File: config.mk
export PLATFORM = sky130hd
export DESIGN_NAME = acl_motion_sampler
export DESIGN_NICKNAME = d
export VERILOG_FILES = /design/src/rtl/acl_motion_sampler_pkg.sv /design/src/rtl/acl_tick_gen.sv /design/src/rtl/acl_motion_sampler.sv
export SDC_FILE = /design/constraint.sdc
export NUM_CORES = 1
export LEC_CHECK = 0
export ABC_AREA = 1
export CAP_MARGIN = 10
export CORE_MARGIN = 8
export CORE_UTILIZATION = 45
export DETAILED_ROUTE_END_ITERATION = 8
export PLACE_DENSITY = 0.75
export SLEW_MARGIN = 20
export SYNTH_ARGS = -nofsm -noshare
export SYNTH_HDL_FRONTEND = slang
export SYNTH_SLANG_ARGS = --single-unit
File: constraint.sdc
create_clock -name clk_i -period 3.55 [get_ports clk_i]
set_input_delay 0.355 -clock clk_i [delete_from_list [all_inputs] [get_ports clk_i]]
set_output_delay 0.355 -clock clk_i [all_outputs]
set_load 0.005 [all_outputs]
File: src/rtl/acl_motion_sampler_pkg.sv
// -----------------------------------------------------------------------------
// acl_motion_sampler_pkg
// Shared types and constants for the accelerometer motion sampler.
//   SAMPLE_W : width of the magnitude-squared sample (x^2+y^2+z^2)
//   HIT_W    : width of the consecutive-exceedance counter (HITS <= 15)
//   state_e  : sequencer states
//   abs_diff : unsigned absolute difference of two samples
// -----------------------------------------------------------------------------
package acl_motion_sampler_pkg;

  localparam int unsigned SAMPLE_W = 24;
  localparam int unsigned HIT_W    = 4;

  typedef enum logic [1:0] {
    ST_IDLE = 2'd0,  // waiting for a pending tick and a ready sensor
    ST_WAIT = 2'd1,  // fetch issued, waiting for the sample strobe
    ST_EVAL = 2'd2   // one-cycle delta comparison against the previous sample
  } state_e;

  // Both operands are unsigned and the same width, so the smaller is always
  // subtracted from the larger and the result cannot wrap.
  function automatic logic [SAMPLE_W-1:0] abs_diff(input logic [SAMPLE_W-1:0] a,
                                                    input logic [SAMPLE_W-1:0] b);
    return (a >= b) ? (a - b) : (b - a);
  endfunction

endpackage

File: src/rtl/acl_tick_gen.sv
// -----------------------------------------------------------------------------
// acl_tick_gen
// Free-running sample-period counter. Counts 0..PERIOD-1 while enabled and
// emits a one-cycle tick on the wrap cycle. Dropping enable parks the counter
// at 0 so the first tick after re-enable is a full period away.
// Ports:
//   clk_i     : system clock
//   rst_i     : synchronous active-high reset
//   enable_i  : count enable
//   tick_o    : one-cycle pulse when the counter wraps
// -----------------------------------------------------------------------------
module acl_tick_gen #(
  parameter int unsigned PERIOD = 1000000
) (
  input  logic clk_i,
  input  logic rst_i,
  input  logic enable_i,
  output logic tick_o
);

  localparam int unsigned CW = (PERIOD > 1) ? $clog2(PERIOD) : 1;

  logic [CW-1:0] cnt_q, cnt_d;
  logic          wrap;

  assign wrap = (cnt_q == CW'(PERIOD - 1));

  always_comb begin
    cnt_d = cnt_q;
    if (!enable_i || wrap) cnt_d = '0;
    else                   cnt_d = cnt_q + 1'b1;
  end

  always_ff @(posedge clk_i) begin
    if (rst_i) cnt_q <= '0;
    else       cnt_q <= cnt_d;
  end

  assign tick_o = enable_i & wrap;

endmodule

File: src/rtl/acl_motion_sampler.sv
// -----------------------------------------------------------------------------
// acl_motion_sampler
// Sequencing controller for the SPI accelerometer front end. Issues a fetch
// request every PERIOD cycles, captures the returned magnitude-squared sample,
// and raises a sticky motion alarm after HITS consecutive sample-to-sample
// deltas strictly above the threshold. A fetch that is not answered within
// TIMEOUT cycles raises a sticky fault.
// Ports:
//   clk_i          : system clock
//   rst_i          : synchronous active-high reset
//   enable_i       : sampling enable
//   threshold_i    : unsigned delta threshold
//   clear_i        : level clear of alarm_o and fault_o (a same-cycle set wins)
//   acl_ready_i    : accelerometer interface idle/configured
//   acl_fetch_o    : one-cycle fetch request
//   acl_arrived_i  : one-cycle sample-valid strobe
//   acl_acc_i      : sample value, valid with acl_arrived_i
//   sample_o       : last captured sample
//   sample_valid_o : one-cycle strobe, sample_o updated
//   alarm_o        : sticky motion alarm
//   fault_o        : sticky timeout fault
// -----------------------------------------------------------------------------
module acl_motion_sampler
  import acl_motion_sampler_pkg::*;
#(
  parameter int unsigned PERIOD  = 1000000,
  parameter int unsigned TIMEOUT = 65536,
  parameter int unsigned HITS    = 3
) (
  input  logic                clk_i,
  input  logic                rst_i,
  input  logic                enable_i,
  input  logic [SAMPLE_W-1:0] threshold_i,
  input  logic                clear_i,
  input  logic                acl_ready_i,
  output logic                acl_fetch_o,
  input  logic                acl_arrived_i,
  input  logic [SAMPLE_W-1:0] acl_acc_i,
  output logic [SAMPLE_W-1:0] sample_o,
  output logic                sample_valid_o,
  output logic                alarm_o,
  output logic                fault_o
);

  localparam int unsigned TW = (TIMEOUT > 1) ? $clog2(TIMEOUT) : 1;

  state_e              state_q;
  logic [TW-1:0]       timer_q;
  logic                pending_q;
  logic                have_prev_q;
  logic                flush_q;
  logic [HIT_W-1:0]    hit_cnt_q, hit_cnt_d;
  logic [SAMPLE_W-1:0] prev_q;
  logic [SAMPLE_W-1:0] sample_q;
  logic                sample_valid_q;
  logic                fetch_q;
  logic                alarm_q;
  logic                fault_q;

  logic                tick;
  logic                fetch_go;
  logic [SAMPLE_W-1:0] delta;
  logic                is_hit;

  acl_tick_gen #(
    .PERIOD (PERIOD)
  ) u_tick (
    .clk_i    (clk_i),
    .rst_i    (rst_i),
    .enable_i (enable_i),
    .tick_o   (tick)
  );

  assign fetch_go = (state_q == ST_IDLE) && pending_q && enable_i && acl_ready_i;

  // Exceedance evaluation, used only in ST_EVAL. The first sample after a
  // reset or an enable drop has nothing to compare against and never hits.
  always_comb begin
    delta     = abs_diff(sample_q, prev_q);
    is_hit    = have_prev_q && (delta > threshold_i);
    hit_cnt_d = '0;
    if (is_hit) begin
      if (hit_cnt_q >= HIT_W'(HITS)) hit_cnt_d = HIT_W'(HITS);
      else                           hit_cnt_d = hit_cnt_q + 1'b1;
    end
  end

  always_ff @(posedge clk_i) begin
    if (rst_i) begin
      state_q        <= ST_IDLE;
      timer_q        <= '0;
      pending_q      <= 1'b0;
      have_prev_q    <= 1'b0;
      flush_q        <= 1'b0;
      hit_cnt_q      <= '0;
      prev_q         <= '0;
      sample_q       <= '0;
      sample_valid_q <= 1'b0;
      fetch_q        <= 1'b0;
      alarm_q        <= 1'b0;
      fault_q        <= 1'b0;
    end else begin
      fetch_q        <= 1'b0;
      sample_valid_q <= 1'b0;

      // Clear first; any set further down in this block overrides it.
      if (clear_i) begin
        alarm_q <= 1'b0;
        fault_q <= 1'b0;
      end

      // Remember that enable dropped so the comparison history is discarded
      // once any in-flight transaction has finished.
      if (!enable_i) flush_q <= 1'b1;

      // A single pending slot: extra ticks while it is set are absorbed, and
      // a tick landing on the fetch cycle is absorbed by that fetch.
      if (!enable_i || fetch_go) pending_q <= 1'b0;
      else if (tick)             pending_q <= 1'b1;

      case (state_q)
        ST_IDLE: begin
          if (flush_q || !enable_i) begin
            have_prev_q <= 1'b0;
            hit_cnt_q   <= '0;
            flush_q     <= 1'b0;
          end
          if (fetch_go) begin
            fetch_q <= 1'b1;
            timer_q <= '0;
            state_q <= ST_WAIT;
          end
        end

        ST_WAIT: begin
          if (acl_arrived_i) begin
            sample_q       <= acl_acc_i;
            sample_valid_q <= 1'b1;
            state_q        <= ST_EVAL;
          end else if (timer_q == TW'(TIMEOUT - 1)) begin
            // Hung transaction: no sample, comparison history untouched.
            fault_q <= 1'b1;
            state_q <= ST_IDLE;
          end else begin
            timer_q <= timer_q + 1'b1;
          end
        end

        ST_EVAL: begin
          hit_cnt_q <= hit_cnt_d;
          if (hit_cnt_d == HIT_W'(HITS)) alarm_q <= 1'b1;
          prev_q      <= sample_q;
          have_prev_q <= 1'b1;
          state_q     <= ST_IDLE;
        end

        default: state_q <= ST_IDLE;
      endcase
    end
  end

  assign acl_fetch_o    = fetch_q;
  assign sample_o       = sample_q;
  assign sample_valid_o = sample_valid_q;
  assign alarm_o        = alarm_q;
  assign fault_o        = fault_q;

endmodule

==> results of run 1 <==
repair_timing:
item,4_1_cts,5_1_grt
hold buffers,0,0
gates resized for setup,0,76
buffers inserted,0,0
endpoints found under the hold margin,0,0
endpoints found under the setup margin,0,3
synth_stat cells (2+ instances only):
cell,count
nand4_1,25
nand2_1,438
clkbuf_1,15
buf_6,4
nor2_2,4
dfxtp_1,97
buf_1,2
a211oi_1,47
a21oi_1,69
inv_1,261
clkbuf_8,2
buf_2,6
or2_2,2
o21bai_1,3
ha_1,74
xor2_1,39
nor3b_1,3
o21ai_1,2
buf_4,2
xnor2_1,7
o21a_1,2
o21ai_0,18
nand3_1,51
o211ai_1,2
clkbuf_2,3
fa_1,2
nor2_1,143
nor4_1,3
nand2_2,3
a21o_1,3
a21oi_2,3
nor3_1,14
critical path: stages, from the launching register on:
cell and delay [ns]:
dfxtp_2 0.36, inv_1 0.07, ha_2 0.39, nand2_1 0.13, nor2_1 0.17, nand2_1 0.12, nor2_2 0.13, nand2_2 0.08
nand3_4 0.10, buf_6 0.17, buf_4 0.17, nand2_1 0.06, nand2_1 0.05, inv_1 0.04, ha_1 0.28, nand2_1 0.08
nor2_2 0.12, nand2_1 0.09, nor2_2 0.13, nand2_1 0.06, nand3_1 0.11, nand4_1 0.10, a21oi_1 0.14
cell usage in the layout (no fill, tap or decap), types with 6 or more instances in the layout:
| master | synthesis | routed |
|---|---|---|
| clkdlybuf4s50_1 | 0 | 80 |
| ha_2 | 0 | 6 |
| xor2_1 | 39 | 39 |
| ha_1 | 74 | 56 |
| nand2_2 | 3 | 10 |
| nand2_1 | 438 | 431 |
| dfxtp_2 | 0 | 10 |
| nand3_1 | 51 | 48 |
| a21oi_1 | 69 | 67 |
| ha_4 | 0 | 12 |
| clkbuf_16 | 0 | 9 |
| nor3_1 | 14 | 14 |
| xnor2_1 | 7 | 7 |
| o21ai_0 | 18 | 17 |
| nand4_1 | 25 | 25 |
| buf_4 | 2 | 10 |
| dfxtp_1 | 97 | 87 |
| inv_1 | 261 | 261 |
| a211oi_1 | 47 | 47 |
| nor2_2 | 4 | 12 |
| nor2_1 | 143 | 130 |
registers in the layout (all words and copies together), names as in the netlist:
name            count
fault_o             1
pending_q           1
have_prev_q         1
timer_q            16
state_q             2
flush_q             1
acl_fetch_o         1
prev_q             24
hit_cnt_q           4
u_tick.cnt_q       20
sample_valid_o      1
sample_o           24
alarm_o             1
stage by stage:
| step | power [W] | util | hold WS, ns | area (µm²) |
|---|---|---|---|---|
| after floorplan | 0.00116 | - | 0.417 | 8280 |
| final | 0.00222 | 0.546 | 0.272 | 9840 |
| after global placement | 0.00122 | 0.513 | 0.429 | 9250 |
| after CTS | 0.00225 | 0.530 | 0.263 | 9560 |
| after detailed placement | 0.00122 | 0.513 | 0.432 | 9250 |
| after global routing | 0.00230 | 0.546 | 0.321 | 9840 |
cells by family after synthesis:
logic type,Yosys count,synth area share
AND/OR/NAND/NOR,692,0.342
AO/OA/AOI/OAI,153,0.114
buffers and inverters,297,0.144
XOR/XNOR,46,0.0487
flip-flops,97,0.235
adder cells (fa/ha/maj),76,0.117
worst paths after layout:
kind | start | endpoint | slack (ns) | cells past startpoint
setup / recovery | sample_o[21] | hit_cnt_q[0] | 0.33 | 22
setup reg to reg | sample_o[21] | hit_cnt_q[0] | 0.33 | 22
hold reg to reg | hit_cnt_q[3] | hit_cnt_q[3] | 0.44 | 2
hold / removal | rst_i | pending_q | 0.27 | 4
power by group:
part	switching, W	leakage (nW)	internal [W]
sequential	0.000000702	0.786	0.00109
clock	0.000446	0.151	0.000575
combinational	0.0000465	4.03	0.0000624
total	0.000493	4.97	0.00173
layout make-up:
type	count	area [µm²]	area share
sequential	97	1950	0.199
multi-input combinational	967	5410	0.550
clock inverter	6	71.3	0.00725
clock buffer	10	239	0.0243
inverter	262	988	0.100
timing repair buffer	92	892	0.0906
tap	229	287	0.0291
routing by layer:
layer	wire length, µm	up-vias
met5	0	-
met4	423	0
met3	1280	23
met2	10300	176
met1	10500	3732
li1	-	4362
==> results.cfg, run 1 <==
[worst_setup_path]
start_kind = flip-flop
endpoint_kind = flip-flop
required_ns = 3.82
cp_max_fo = 14
crit_arrival_ns = 3.49
worstSetupPathType = reg2reg

[synth]
syn_nets = 1491
synth_edf_count = 0
syn_avg_cell_area_um2 = 6.08
synthArstFlopShare = 0
synth_area_leaders = dfxtp_1, nand2_1, inv_1
yosys_warnings = 0
synth.distinct_cells = 44
ys.flop_type = dfxtp_1
synth_area_um2 = 8280
netlist.area_leader.share = 0.235
synth-seq-cells = 97
post-synth-top-area-cell = dfxtp_1
syn_inst = 1361
seq_area_frac_synth = 0.235

[placement]
pre_cts_slack_ns = 0.0480
numPortBuffers = 81
gp_congestion = 0.948
place_hpwl_mm = 18.1
place_inst = 1647

[floorplan]
initial_core_util = 0.459
core_area_um2 = 18000
rows = 49
die_area_um2 = 23000
die_h_um = 152
die_x_um = 152
ios = 82

[finish]
fin_cells = 1663
drive_above_1_share = 0.0704
fill_cells = 1851
final_nets = 1559
diodes = 0
area_delta_synth_final_pct = 18.9

[clock_network]
cts-htree-levels = 3
path_clk_slew_ns = 0.07
cts_made_buffers = 9
insertion_delay_ns = 0.35
cts_tree = built
cts_root_buf = clkbuf_16
clk_path_buf_depth = 2
cts_num_sinks = 97

[detailed_routing]
vias = 8293
drt_pass1_iterations = 5
postRouteAntennaNets = 0
vias_per_cell = 4.99
route.detailed.drc = 0
drtIter0Drc = 428
drt-total-wl_mm = 22.5
wl_per_cell_um = 13.5

[global_routing]
grt_use_met2 = 0.322
top_usage_layer = met2
grt_pass1_vias = 7725
grt_max_degree = 77
use_met3 = 0.0383
overflow = 0
grt_use_total = 0.193
gr-usage-met1 = 0.248
grt_first_pass_wirelength_mm = 36.2
antenna_found_initial = 0

[power_and_ir_drop]
ir_drop_uv = 221
power_density_nw_per_um2 = 225
p_leak_nw = 4.97

[flow_run]
cap_violations = 0

[sta]
slew_viol_final = 0
fin_crit_ns = 3.22
setup_viol = 0
period_share = 0.906
rsz0062_at_grt = no
setup_slack_ns = 0.332
setup_tns_ns = 0
max_freq_mhz = 311
max_slew_margin = 0.398
finClkSkew_ns = 0.0104
tightest_slew_ns = 0.900
finalHoldViolCount = 0

[min_path]
min_path_type = in2reg

[status]
status = finished clean
Power figures use the tool's default switching activity.
==> run 2, diff against run 1 <==
- CORE_MARGIN: 8 -> 5
==> results.cfg, run 2 (synthesis results as in run 1) <==
[sta]
slew_viol_final = 0
setup_viol = 0
period_share = 0.913
max_freq_mhz = 309
tightest_slew_ns = 0.922
setup_slack_ns = 0.310
max_slew_margin = 0.383
rsz0062_at_grt = no
finalHoldViolCount = 0
setup_tns_ns = 0
finClkSkew_ns = 0.00764
fin_crit_ns = 3.24

[detailed_routing]
wl_per_cell_um = 13.2
vias = 8259
drtIter0Drc = 468
route.detailed.drc = 0
drt_pass1_iterations = 5
vias_per_cell = 4.94
postRouteAntennaNets = 0
drt-total-wl_mm = 22.0

[placement]
numPortBuffers = 81
place_hpwl_mm = 17.8
place_area_um2 = 9280
gp_congestion = 0.959
pre_cts_slack_ns = 0.0241

[finish]
final_cell_mix = nand2_1, inv_1, nor2_1
fill_cells = 1853
area_delta_synth_final_pct = 18.7
diodes = 0
drive_above_1_share = 0.0713
final_common_cell = nand2_1
final_nets = 1569
final_area_um2 = 9830

[clock_network]
clk_path_buf_depth = 2
cts_tree = built
insertion_delay_ns = 0.35
cts_hold_buf = 0
cts_root_buf = clkbuf_16
cts_num_sinks = 97
cts_made_buffers = 9
path_clk_slew_ns = 0.07
cts-htree-levels = 3

[floorplan]
rows = 49
die_h_um = 146
initial_core_util = 0.459
die_x_um = 146
core_area_um2 = 18000
die_area_um2 = 21200
ios = 82

[status]
status = finished clean

[worst_setup_path]
worstSetupPathType = reg2reg
endpoint_kind = flip-flop
required_ns = 3.83
crit_arrival_ns = 3.52
start_kind = flip-flop
cp_max_fo = 14

[global_routing]
grt_first_pass_wirelength_mm = 36.9
grt_use_total = 0.205
overflow = 0
grt_pass1_vias = 7744
antenna_found_initial = 0
grt_max_degree = 77

[power_and_ir_drop]
power_density_nw_per_um2 = 226
total_power_w = 0.00222
p_leak_nw = 4.99
ir_drop_uv = 362

[flow_run]
cap_violations = 0

[min_path]
min_path_type = in2reg
[run 2: changes by cell type in the layout (fill, tap and decap cells not counted), sizes merged]
cell / change
buf: +10
clkbuf: -1
clkinvlp: +1
[run 2: area by class of cell]
class / count / area, µm² / share of cell area
clock buffers: 9 / 225 / 0.0229
well taps: 229 / 287 / 0.0292
inverters: 262 / 991 / 0.101
multi-input cells: 967 / 5330 / 0.542
clock inverters: 7 / 85.1 / 0.00866
repair buffers: 102 / 967 / 0.0984
flip-flops and latches: 97 / 1940 / 0.198
[run 2: what timing repair did]
| item | in CTS | in global routing |
|---|---|---|
| buffers inserted | 0 | 6 |
| endpoints found under the setup margin | 0 | 3 |
| gates resized for setup | 0 | 58 |
[run 2: worst paths after layout]
| check | depth (start not counted) | from | slack, ns | end |
|---|---|---|---|---|
| hold reg to reg | 2 | hit_cnt_q[3] | 0.44 | hit_cnt_q[3] |
| setup reg to reg | 22 | sample_o[5] | 0.31 | hit_cnt_q[0] |
| hold / removal | 4 | rst_i | 0.27 | pending_q |
| setup / recovery | 22 | sample_o[5] | 0.31 | hit_cnt_q[0] |
[run 2: power breakdown]
part / total [W] / internal [W] / switching, W
sequential: 0.00109 / 0.00109 / 0.000000725
combinational: 0.000109 / 0.0000623 / 0.0000466
clock: 0.00102 / 0.000560 / 0.000461
total: 0.00222 / 0.00171 / 0.000508
[run 2: per-layer routing]
layer,GRT usage,up-vias,part of all wire
met2,0.338,211,0.45
met5,0,-,0
li1,-,4369,-
met1,0.277,3647,0.48
met3,0.0383,32,0.050
met4,0.0490,0,0.017
[run 2: worst max-delay path, stage by stage, from the launching register on]
cell and delay, ns:
dfxtp_1 0.38, inv_1 0.10, ha_2 0.43, nand2_2 0.13
nor2_4 0.16, nand4_1 0.11, nand3_1 0.14, nand2_2 0.09
nand3_4 0.13, buf_6 0.18, buf_4 0.13, nand2_1 0.04
nand2_1 0.05, inv_1 0.04, ha_1 0.28, nand2_1 0.07
nor2_1 0.11, nand2_1 0.09, nor2_2 0.15, nand2_1 0.08
nand3_2 0.08, nand4_1 0.09, a21oi_2 0.13
[run 2: through the flow]
step	instances	utilization	hold WS, ns
2_1_floorplan	1361	-	0.417
3_3_place_gp	1651	0.515	0.425
3_5_place_dp	1651	0.515	0.428
4_1_cts	1667	0.532	0.265
5_1_grt	1673	0.545	0.304
6_report	1673	0.545	0.274
==> run 3, diff against run 2 <==
- CELL_PAD_IN_SITES_DETAIL_PLACEMENT: default -> 0
- CELL_PAD_IN_SITES_GLOBAL_PLACEMENT: default -> 1
- CORE_UTILIZATION: 45 -> 41
- PLACE_DENSITY: 0.75 -> 0.92
==> results.cfg, run 3 (synthesis results as in run 1) <==
[floorplan]
die_area_um2 = 23100
die_h_um = 152
ios = 82
initial_core_util = 0.413
core_area_um2 = 20000
rows = 52
die_x_um = 152

[sta]
max_slew_margin = 0.389
tightest_slew_ns = 0.914
max_freq_mhz = 309
period_share = 0.913
finClkSkew_ns = 0.0110
slew_viol_final = 0
setup_viol = 0
finalHoldViolCount = 0
fin_crit_ns = 3.24

[worst_setup_path]
regToRegSetupSlack_ns = 0.31
reg2reg_to = alarm_o
start_kind = flip-flop
endpoint_kind = flip-flop
r2r_start = sample_o[11]
cp_max_fo = 5
crit_arrival_ns = 3.52
worstSetupPathType = reg2reg
required_ns = 3.83
reg2regPathDepth = 20

[clock_network]
insertion_delay_ns = 0.35
post_cts_buffers = 0
clk_path_buf_depth = 2
cts-htree-levels = 3
cts_made_buffers = 9
cts_root_buf = clkbuf_16
cts_tree = built
cts_num_sinks = 97
path_clk_slew_ns = 0.06

[finish]
diodes = 0
fin_util = 0.484
final_nets = 1561
final_cell_mix = nand2_1, inv_1, nor2_1
area_delta_synth_final_pct = 17.0
final_common_cell = nand2_1
drive_above_1_share = 0.0551
fill_cells = 2187

[global_routing]
grt_first_pass_wirelength_mm = 37.3
overflow = 0
antenna_found_initial = 0
grt_use_total = 0.189
grt_max_degree = 77
grt_pass1_vias = 7968

[detailed_routing]
drt-total-wl_mm = 21.8
vias_per_cell = 4.80
drtIter0Drc = 432
vias = 8191
wl_per_cell_um = 12.8
route.detailed.drc = 0
drt_pass1_iterations = 5
postRouteAntennaNets = 0

[min_path]
hold_path_end = pending_q
min_path_type = in2reg
min_path_cells = 4
hold_start = rst_i

[power_and_ir_drop]
ir_drop_uv = 227
power_density_nw_per_um2 = 219
total_power_w = 0.00213
p_leak_nw = 4.93

[status]
status = finished clean

[flow_run]
cap_violations = 0

[placement]
gp_congestion = 0.933
place_hpwl_mm = 17.6
numPortBuffers = 81
==> run 3: cell count changes in the layout (fill, tap and decap cells not counted), moves of 3 or more <==
cell	change
buf_4	-8
nand2_2	-4
nor2_2	+3
a21oi_1	+4
a21oi_2	-3
nand2_1	+4
ha_1	+3
ha_4	-3
==> run 3: area by class of cell <==
class | instances | area (µm²) | area share
clock buffers | 13 | 260 | 0.0269
repair buffers | 94 | 911 | 0.0940
flip-flops and latches | 97 | 1950 | 0.201
multi-input cells | 967 | 5230 | 0.540
clock inverters | 2 | 13.8 | 0.00142
inverters | 262 | 991 | 0.102
well taps | 270 | 338 | 0.0349
==> run 3: how the worst max path moves through the flow <==
stage	to	slack, ns	start	cells past startpoint
global placement	alarm_o	0.13	sample_o[5]	20
floorplan	alarm_o	0.58	sample_o[0]	23
detailed placement	alarm_o	0.10	sample_o[5]	20
finish	alarm_o	0.31	sample_o[11]	20
global route	alarm_o	-0.006	sample_o[12]	21
CTS	alarm_o	0.1	sample_o[5]	20
==> run 3: layer usage <==
layer / global-route usage / vias up / wire (µm)
met4: 0.0591 / 0 / 467
met5: 0 / - / 0
met2: 0.320 / 164 / 10100
met1: 0.243 / 3641 / 10100
li1: - / 4350 / -
met3: 0.0392 / 36 / 1170
==> run 3: power breakdown <==
group / leakage (nW) / total [W] / switching (W) / internal (W)
registers: 0.783 / 0.00109 / 0.000000689 / 0.00109
logic: 4.01 / 0.000109 / 0.0000465 / 0.0000625
clock network: 0.136 / 0.000928 / 0.000417 / 0.000511
total: 4.93 / 0.00213 / 0.000464 / 0.00166
==> run 3: timing repair <==
action                                  CTS  global route
endpoints found under the setup margin    0             3
hold buffers                              0             0
resized for setup                         0            40
==> run 3: stage by stage <==
step / instance area, µm² / TNS [ns] / hold WS (ns) / std cells / worst slack [ns]
final: 9690 / 0 / 0.282 / 1705 / 0.310
after global routing: 9690 / -0.00585 / 0.295 / 1705 / -0.00585
after CTS: 9590 / 0 / 0.270 / 1705 / 0.0956
after detailed placement: 9310 / 0 / 0.429 / 1690 / 0.100
after global placement: 9310 / 0 / 0.428 / 1690 / 0.133
after floorplan: 8280 / 0 / 0.417 / 1361 / 0.582
==> run 3: worst max-delay path, cell delays in order, from the launching register on <==
cell	delay, ns
dfxtp_1	0.38
inv_1	0.08
ha_1	0.38
nand2_1	0.21
inv_1	0.10
a21oi_1	0.31
inv_1	0.07
a21oi_1	0.19
nand4_1	0.11
nand2_1	0.09
nand2_1	0.05
nand2_1	0.07
inv_1	0.05
ha_1	0.28
nand2_1	0.07
nor2_1	0.04
nand2_1	0.08
nor2_2	0.05
a21boi_1	0.25
nand4_1	0.14
a21oi_1	0.14
